File: src/rtl/queue_pattern_counter_pkg.sv
// Shared constants for the queue pattern counter: symbol width and FSM state encoding.
package qpc_pkg;
  localparam int SYM_W = 2;

  localparam logic [2:0] ST_IDLE    = 3'd0;
  localparam logic [2:0] ST_REWIND  = 3'd1;
  localparam logic [2:0] ST_FETCH   = 3'd2;
  localparam logic [2:0] ST_CAPTURE = 3'd3;
  localparam logic [2:0] ST_DONE    = 3'd4;
endpackage

File: src/rtl/queue_pattern_counter_if.sv
// Symbol queue read port: the counter (master) issues rewind/dequeue and reads data/finish.
interface queue_pattern_counter_if;
  logic [qpc_pkg::SYM_W-1:0] q_data;
  logic                      q_finish;
  logic                      q_dequeue;
  logic                      q_rst_front;

  modport master (input q_data, input q_finish, output q_dequeue, output q_rst_front);
  modport slave  (output q_data, output q_finish, input q_dequeue, input q_rst_front);
endinterface

File: src/rtl/queue_pattern_counter_symbol_window.sv
// Sliding symbol window with fill counter; hit is combinational on the post-shift window.
// MATCH_OVERLAP_EN keeps fill after a hit, otherwise fill restarts so matches never overlap.
module symbol_window
  import qpc_pkg::*;
#(
  parameter int MAX_LEN = 8
) (
  input  logic                       clk,
  input  logic                       rst,
  input  logic                       shift_en,
  input  logic                       clear,
  input  logic [SYM_W-1:0]           sym,
  input  logic [SYM_W*MAX_LEN-1:0]   pattern,
  input  logic [3:0]                 len,
  output logic                       hit
);
  localparam int W = SYM_W * MAX_LEN;
  localparam logic [3:0] MAX_LEN_L = 4'(MAX_LEN);

  logic [W-1:0] window, window_next, mask;
  logic [3:0]   fill, fill_next;
  logic         len_ok;

  always_comb begin
    window_next = {window[W-SYM_W-1:0], sym};
    fill_next   = (fill < len) ? fill + 4'd1 : len;
    len_ok      = (len != 4'd0) && (len <= MAX_LEN_L);
    mask        = '0;
    for (int i = 0; i < MAX_LEN; i++) begin
      mask[SYM_W*i +: SYM_W] = (i < int'(len)) ? {SYM_W{1'b1}} : {SYM_W{1'b0}};
    end
    hit = shift_en && len_ok && (fill_next == len) && (((window_next ^ pattern) & mask) == '0);
  end

  always_ff @(posedge clk or negedge rst) begin
    if (!rst) begin
      window <= '0;
      fill   <= '0;
    end else if (clear) begin
      window <= '0;
      fill   <= '0;
    end else if (shift_en) begin
      window <= window_next;
`ifdef MATCH_OVERLAP_EN
      fill   <= fill_next;
`else
      fill   <= hit ? 4'd0 : fill_next;
`endif
    end
  end
endmodule

File: src/rtl/queue_pattern_counter.sv
// Rewinds the symbol queue, scans it at 2 cycles/symbol and counts pattern matches (saturating).
// Optional MATCH_OVERLAP_EN counts overlapping matches; start is ignored while busy.
module queue_pattern_counter
  import qpc_pkg::*;
#(
  parameter int MAX_LEN = 8,
  parameter int CNT_W   = 9
) (
  input  logic                       clk,
  input  logic                       rst,
  input  logic                       start,
  input  logic [SYM_W*MAX_LEN-1:0]   pattern,
  input  logic [3:0]                 pat_len,
  queue_pattern_counter_if.master    qif,
  output logic [CNT_W-1:0]           match_count,
  output logic                       busy,
  output logic                       done
);
  logic [2:0]                 state;
  logic [SYM_W*MAX_LEN-1:0]   pat_q;
  logic [3:0]                 len_q;
  logic                       accept;
  logic                       hit;

  assign accept = start && ((state == ST_IDLE) || (state == ST_DONE));

  symbol_window #(.MAX_LEN(MAX_LEN)) u_window (
    .clk      (clk),
    .rst      (rst),
    .shift_en (state == ST_CAPTURE),
    .clear    (accept),
    .sym      (qif.q_data),
    .pattern  (pat_q),
    .len      (len_q),
    .hit      (hit)
  );

  always_ff @(posedge clk or negedge rst) begin
    if (!rst) begin
      state       <= ST_IDLE;
      pat_q       <= '0;
      len_q       <= '0;
      match_count <= '0;
    end else begin
      case (state)
        ST_IDLE, ST_DONE: begin
          if (start) begin
            pat_q       <= pattern;
            len_q       <= pat_len;
            match_count <= '0;
            state       <= ST_REWIND;
          end
        end
        ST_REWIND:  state <= ST_FETCH;
        ST_FETCH:   state <= qif.q_finish ? ST_DONE : ST_CAPTURE;
        ST_CAPTURE: begin
          if (hit && (match_count != {CNT_W{1'b1}})) begin
            match_count <= match_count + 1'b1;
          end
          state <= ST_FETCH;
        end
        default:    state <= ST_IDLE;
      endcase
    end
  end

  // q_finish gates dequeue so an exhausted queue is never popped.
  assign qif.q_rst_front = (state == ST_REWIND);
  assign qif.q_dequeue   = (state == ST_FETCH) && !qif.q_finish;
  assign busy            = (state == ST_REWIND) || (state == ST_FETCH) || (state == ST_CAPTURE);
  assign done            = (state == ST_DONE);
endmodule

File: src/flat_wrapper.sv
// flat-port wrapper written by rule: the top's interface ports become plain ports
module queue_pattern_counter_flat import qpc_pkg::*;
#(
  parameter int MAX_LEN = 8,
  parameter int CNT_W   = 9
)
  (clk, rst, start, pattern, pat_len, match_count, busy, done, qif_q_data, qif_q_finish, qif_q_dequeue, qif_q_rst_front);
  queue_pattern_counter_if qif_i ();
  input  logic clk;
  input  logic rst;
  input  logic start;
  input  logic [SYM_W*MAX_LEN-1:0] pattern;
  input  logic [3:0] pat_len;
  output logic [CNT_W-1:0] match_count;
  output logic busy;
  output logic done;
  input wire logic [$bits(qif_i.q_data)-1:0] qif_q_data;
  input wire logic [$bits(qif_i.q_finish)-1:0] qif_q_finish;
  output wire logic [$bits(qif_i.q_dequeue)-1:0] qif_q_dequeue;
  output wire logic [$bits(qif_i.q_rst_front)-1:0] qif_q_rst_front;
  assign qif_i.q_data = qif_q_data;
  assign qif_i.q_finish = qif_q_finish;
  assign qif_q_dequeue = qif_i.q_dequeue;
  assign qif_q_rst_front = qif_i.q_rst_front;
  queue_pattern_counter #(.MAX_LEN(MAX_LEN), .CNT_W(CNT_W)) u_core (.clk(clk), .rst(rst), .start(start), .pattern(pattern), .pat_len(pat_len), .qif(qif_i), .match_count(match_count), .busy(busy), .done(done));
endmodule
File: config.mk
export PLATFORM = sky130hd
export DESIGN_NAME = queue_pattern_counter_flat
export DESIGN_NICKNAME = d
export VERILOG_FILES = /design/src/rtl/queue_pattern_counter_pkg.sv /design/src/rtl/queue_pattern_counter_if.sv /design/src/rtl/queue_pattern_counter_symbol_window.sv /design/src/rtl/queue_pattern_counter.sv /design/src/flat_wrapper.sv
export SDC_FILE = /design/constraint.sdc
export NUM_CORES = 1
export LEC_CHECK = 0
export CAP_MARGIN = 20
export CORE_MARGIN = 3
export CORE_UTILIZATION = 45
export DETAILED_ROUTE_END_ITERATION = 7
export PLACE_DENSITY = 0.83
export SLEW_MARGIN = 20
export SYNTH_ARGS = -nofsm -noshare
export SYNTH_HDL_FRONTEND = slang
export SYNTH_SLANG_ARGS = --single-unit
File: constraint.sdc
create_clock -name clk -period 2.2 [get_ports clk]
set_clock_uncertainty 0.15 [all_clocks]
set_input_delay 0.55 -clock clk [delete_from_list [all_inputs] [get_ports clk]]
set_output_delay 0.55 -clock clk [all_outputs]
set_load 0.005 [all_outputs]
**After elaboration in Yosys (flattened, before gate mapping)**

Cells that the tools add are included.

- Add/subtract/negate cells: 2
- Order comparisons: 10
- Eq/ne operators: 8
- Mux-type cells: 20
- Bitwise operators: 2
- Reduce and logical (&&, ||, !) cells: 20

Operator list:

| cell | number |
|---|---|
| $mux W14 | 2 |
| $mux W9 | 2 |
| $pmux W9 S2 | 1 |
| $and A16 B16 Y16 | 1 |
| $logic_not A16 Y1 | 1 |
| $lt A3 B4 Y1 const A | 4 |
| $mux W2 | 8 |
| $mux W4 | 4 |
| $xor A16 B16 Y16 | 1 |
| $add A9 B1 Y9 const B | 1 |
| $ne A9 B9 Y1 const B | 1 |
| $pmux W3 S3 | 1 |
| $lt A1 B4 Y1 const A | 2 |
| $lt A2 B4 Y1 const A | 2 |
| $logic_and A1 B1 Y1 | 7 |
| $eq A3 B2 Y1 const B | 2 |
| $mux W3 | 2 |
| $add A4 B1 Y4 const B | 1 |
| $eq A4 B4 Y1 | 1 |
| $le A4 B4 Y1 const B | 1 |
| $lt A4 B4 Y1 | 1 |
| $reduce_bool A2 Y1 | 2 |
| $reduce_bool A4 Y1 | 1 |
| $reduce_or A2 Y1 | 2 |
| other kinds (9) | 11 |

- Register bits after elaboration: 50
- Output and inout bits: 13

**Longest topological paths before layout**

- Depth in word-level cells: 8
- Gate-level depth with buffers: 10
- Mapped depth without buffers: 9

**By module**

From an unflattened synthesis, not the netlist that was laid out.

- Cell total of the unflattened synthesis: 237
- Area total of the unflattened synthesis: 2663.8 sq um

By module, submodules not included:

| module | instances | cells an instance | area each (sq um) | seq. area each (sq um) |
|---|---|---|---|---|
| queue_pattern_counter | 1 | 116 | 1412.6 | 800.8 |
| symbol_window | 1 | 121 | 1251.2 | 450.4 |

**Worst setup path after synthesis**

OpenSTA, ideal clock, no wires.

- Path type: reg-to-reg
- Start: register u_core.state[2]
- End: register u_core.u_window.fill[2]
- Library setup time: 0.126 ns
- Data arrival time: 2.015 ns
- Required time: 1.924 ns
- Path slack: -0.091 ns
- Cell stages (with the launch flop): 8
- Period minus slack after synthesis: 2.291 ns
- Path through: dfrtp_1 and3b_1 buf_6 o2111ai_1 or4_4 a211oi_4 nor2_1 a221o_1

- Cells in the longest elaborated chain, start to end: 7

Ends and longest elaborated chain:

| item | RTL line | text |
|---|---|---|
| from (decl) | queue_pattern_counter.sv:19 | `logic [2:0] state;` |
| from (signal assigned) | queue_pattern_counter.sv:55 | `ST_FETCH: state <= qif.q_finish ? ST_DONE : ST_CAPTURE;` |
| $eq A3 B2 Y1 | queue_pattern_counter.sv:30 | `.shift_en (state == ST_CAPTURE),` |
| $logic_and A1 B1 Y1 (3 in series) | queue_pattern_counter_symbol_window.sv:32 | `hit = shift_en && len_ok && (fill_next == len) && (((window_next ^ pattern) & mask) == '0);` |
| $mux W4 | queue_pattern_counter_symbol_window.sv:47 | `fill <= hit ? 4'd0 : fill_next;` |
| $mux W4 | queue_pattern_counter_symbol_window.sv:42 | `end else if (shift_en) begin` |
| $mux W4 | queue_pattern_counter_symbol_window.sv:39 | `end else if (clear) begin` |
| to (signal assigned) | queue_pattern_counter_symbol_window.sv:47 |  |
| to (decl) | queue_pattern_counter_symbol_window.sv:21 | `logic [3:0] fill, fill_next;` |

Several ways; a longest one is shown, not always the timed one. The select of a mux whose other input is x is not followed.
A chain may end at the register's enable or synchronous reset.

**Worst setup path in the final report**

Ends and elaborated chain as after synthesis.

==> flow_metrics.py <==
metrics = {
    "sta": {
        "tightest_slew_ns": 0.467,
        "fmax_ghz": 0.408,
        "layout_worst_path_cycle_share_pct": 111,
        "min_period_ns": 2.45,
        "slew_headroom_pct": 68.9,
        "rsz0062_at_grt": "yes",
        "worst_hold_margin_ns": 0.0638,
        "finalHoldViolCount": 0,
        "timing.final.ws_setup_ns": -0.251,
        "setup_viol_count_final": 14,
        "finalMaxSlewViolations": 0,
    },
    "yosys": {
        "synth_top_family_by_area": "simple AND/OR/NAND/NOR gates",
        "yosys-mux-area-fraction_pct": 9.10,
        "synth-xor-area-share_pct": 7.79,
        "syn-cell-area_um2": 2580,
        "synth-seq-area-share_pct": 48.4,
        "synthesized_area_divided_by_synthesized_cell_count_um2": 10.9,
        "yosys-top-cells-area": "dfrtp_1 (48%), mux2_2 (8.7%), xnor2_1 (6.8%)",
        "area_fraction_in_compound_gates_after_synthesis_pct": 13.7,
        "synth_nets": 269,
        "yosysWarningCount": 0,
        "synth_largest_type_area_fraction_pct": 48.4,
        "netlist-cell-type-count": 42,
        "synthSimpleGateAreaFrac_pct": 15.0,
        "syn_inst": 237,
        "synth_area_leader_cell": "dfrtp_1",
        "synth-adder-area-share_pct": 2.90,
        "ys_seq_elements": 50,
    },
    "clock_tree": {
        "cts_tree": "built",
        "clock_latency_ns": 0.30,
        "cts_buffer_depth": 2,
        "clockRootBuffer": "clkbuf_8",
        "path_clk_slew_ns": 0.09,
        "cts.sink_count": 50,
        "htree_levels": 2,
        "num_cts_buffers": 5,
    },
    "detailed_routing": {
        "dr.first_iter.drc_count": 108,
        "wire_per_inst_um": 16.2,
        "wl_mm": 6.33,
        "final_antenna_net_count": 0,
        "vias": 2144,
        "vias_per_cell": 5.50,
        "detail_route.drc_violations": 0,
        "firstDrtPassIters": 5,
    },
    "worst_setup_path": {
        "worst_ep_arrival_time_ns": 2.49,
        "timing.critical_path.required_ns": 2.24,
        "r2r_setup_slack_ns": -0.25,
        "critical_path_class": "reg -> reg",
        "reg2reg_from": "u_core.state[2]",
        "reg2reg_capture_point": "u_core.u_window.fill[2]",
        "worst-r2r-cell-count": 8,
        "crit_path_start_kind": "flop",
        "crit_path_end_kind": "flop",
        "critical_path_peak_fanout": 3,
    },
    "placement": {
        "detailed_place_hpwl_mm": 4.24,
        "placed_area_um2": 3290,
        "gpl.final_weighted_congestion": 0.858,
        "io_buffer_count": 38,
    },
    "global_routing": {
        "globalRouteTotalUtil_pct": 19.2,
        "grt_pass1_vias": 2205,
        "grt_overflow_total": 0,
        "grt_start_max_net_pins": 51,
        "antenna_violations_before_repair": 0,
        "grt_pass1_wl_mm": 9.96,
    },
    "die": {
        "std_cell_rows": 26,
        "design.die.area_um2": 6690,
        "floorplan.initialDensity_pct": 48.5,
        "die_h_um": 81.8,
        "fp.coreArea_um2": 5340,
        "num_io_pins": 39,
        "die_width_um": 81.8,
    },
    "layout": {
        "most_common_library_cell_in_the_layout_ignoring_fill_and_taps": "dfrtp_1",
        "mostFrequentLayoutCells": "dfrtp_1 (49), buf_4 (38), clkdlybuf4s50_1 (30)",
        "drive_above_1_share_pct": 31.9,
        "area_growth_syn_to_layout_pct": 41.8,
        "fillerInstances": 402,
        "final_design_area_no_fill_um2": 3660,
        "nets": 351,
        "antenna_cells_inserted": 0,
    },
    "run": {
        "max_cap_violations": 0,
    },
    "pwr": {
        "static-leakage-power_nw": 1.67,
        "post-layout-total-power_mw": 4.17,
        "powerDensity_nw_per_um2": 1140,
        "peakVddDrop_v": 0.000804,
    },
    "outcome": {
        "status": "finished, violations left",
        "violations_in_the_final_reports": "negative setup slack",
    },
    "min_path": {
        "worst_hold_path_type": "in -> async",
    },
}
synthesized netlist by cell type:
master	n
and2_1	1
clkbuf_2	1
nor3_1	1
a211oi_1	1
a31oi_1	1
a221o_1	1
xnor2_1	20
nor3b_1	1
or2_2	2
o41a_1	1
or3_1	3
a2111oi_4	1
and3b_1	1
dfrtp_1	50
clkbuf_1	5
nand2_1	28
a311oi_1	1
ha_1	6
nor2_1	14
mux2_2	20
inv_1	5
nand2b_1	4
o2111ai_1	1
buf_6	2
a41oi_1	1
or2b_1	1
or4_4	1
a21oi_1	6
mux2i_1	1
a21o_1	1
a22o_1	16
xor2_1	3
buf_2	3
nand3b_1	7
o21ai_0	7
nand3_1	12
o21a_1	1
a32oi_1	2
nor4b_1	1
a211oi_4	1
nand4_1	1
a21boi_0	1
registers in the layout (all words and copies together) (netlist names):
name and flops:
u_core.pat_q 16, u_core.u_window.window 14, u_core.match_count 9, u_core.len_q 4, u_core.u_window.fill 4, u_core.state 3
cell families (layout without fill, tap and decap cells):
family	count (synthesis)	after routing
buffers and inverters	16	99
muxes	21	21
xor gates and xnor gates	23	23
and+or+nand+nor	78	78
adders and majority gates	6	6
DFF	50	50
AOI/OAI and AO/OA	43	43
cell type report:
type / instances / area [um^2] / area share [%]
inverters: 5 / 18.8 / 0.512
multi-input cells: 171 / 1340 / 36.7
repair buffers: 86 / 825 / 22.5
clock buffers: 5 / 68.8 / 1.88
clock inverters: 3 / 68.8 / 1.88
flip-flops and latches: 50 / 1250 / 34.2
well taps: 70 / 87.6 / 2.39
layer usage:
| metal | GRT usage, % | share of wire, % |
|---|---|---|
| met5 | 0 | 0 |
| met2 | 34.2 | 53 |
| met3 | 3.51 | 4.6 |
| met4 | 5.48 | 0.60 |
| met1 | 23.8 | 42 |
where the power goes:
part / leakage [nW] / internal [mW] / switching (mW) / total [mW]
sequential: 0.647 / 1.20 / 0.275 / 1.47
combinational: 0.952 / 1.03 / 0.893 / 1.93
clock: 0.0683 / 0.455 / 0.313 / 0.768
worst max-delay path by stage:
stage,cells after the start,slack (ns),end,start
after CTS,8,-0.27,u_core.match_count[3],u_core.state[2]
after floorplan,7,0.009,u_core.u_window.fill[2],u_core.state[2]
final,8,-0.25,u_core.u_window.fill[2],u_core.state[2]
after global placement,8,-0.54,u_core.match_count[2],qif_q_data[1]
after global routing,8,-0.30,u_core.u_window.fill[2],u_core.state[2]
after detailed placement,8,-0.61,u_core.match_count[6],qif_q_data[0]
stage by stage:
stage	TNS, ns	setup WS [ns]	cells	util [%]
after global routing	-3.13	-0.301	390	68.7
after global placement	-6.74	-0.543	370	61.7
after detailed placement	-8.15	-0.609	370	61.7
after CTS	-2.28	-0.269	383	66.7
final	-2.44	-0.251	390	68.7
after floorplan	0	0.00947	237	-
critical path: stages, from the launching register on:
cell and delay, ns:
dfrtp_1 0.41, buf_6 0.13, and3b_2 0.26, o2111ai_2 0.11, or4_4 0.54, buf_6 0.14, a211oi_4 0.21, nor2_2 0.09
a221o_1 0.30
what timing repair did:
item	in CTS	in global routing
pin swaps	1	5
hold buffers	0	0
setup endpoints to repair	17	17
cloned	2	1
resized for setup	28	17
buffers inserted	3	7
(Power assumes the default switching activity.)
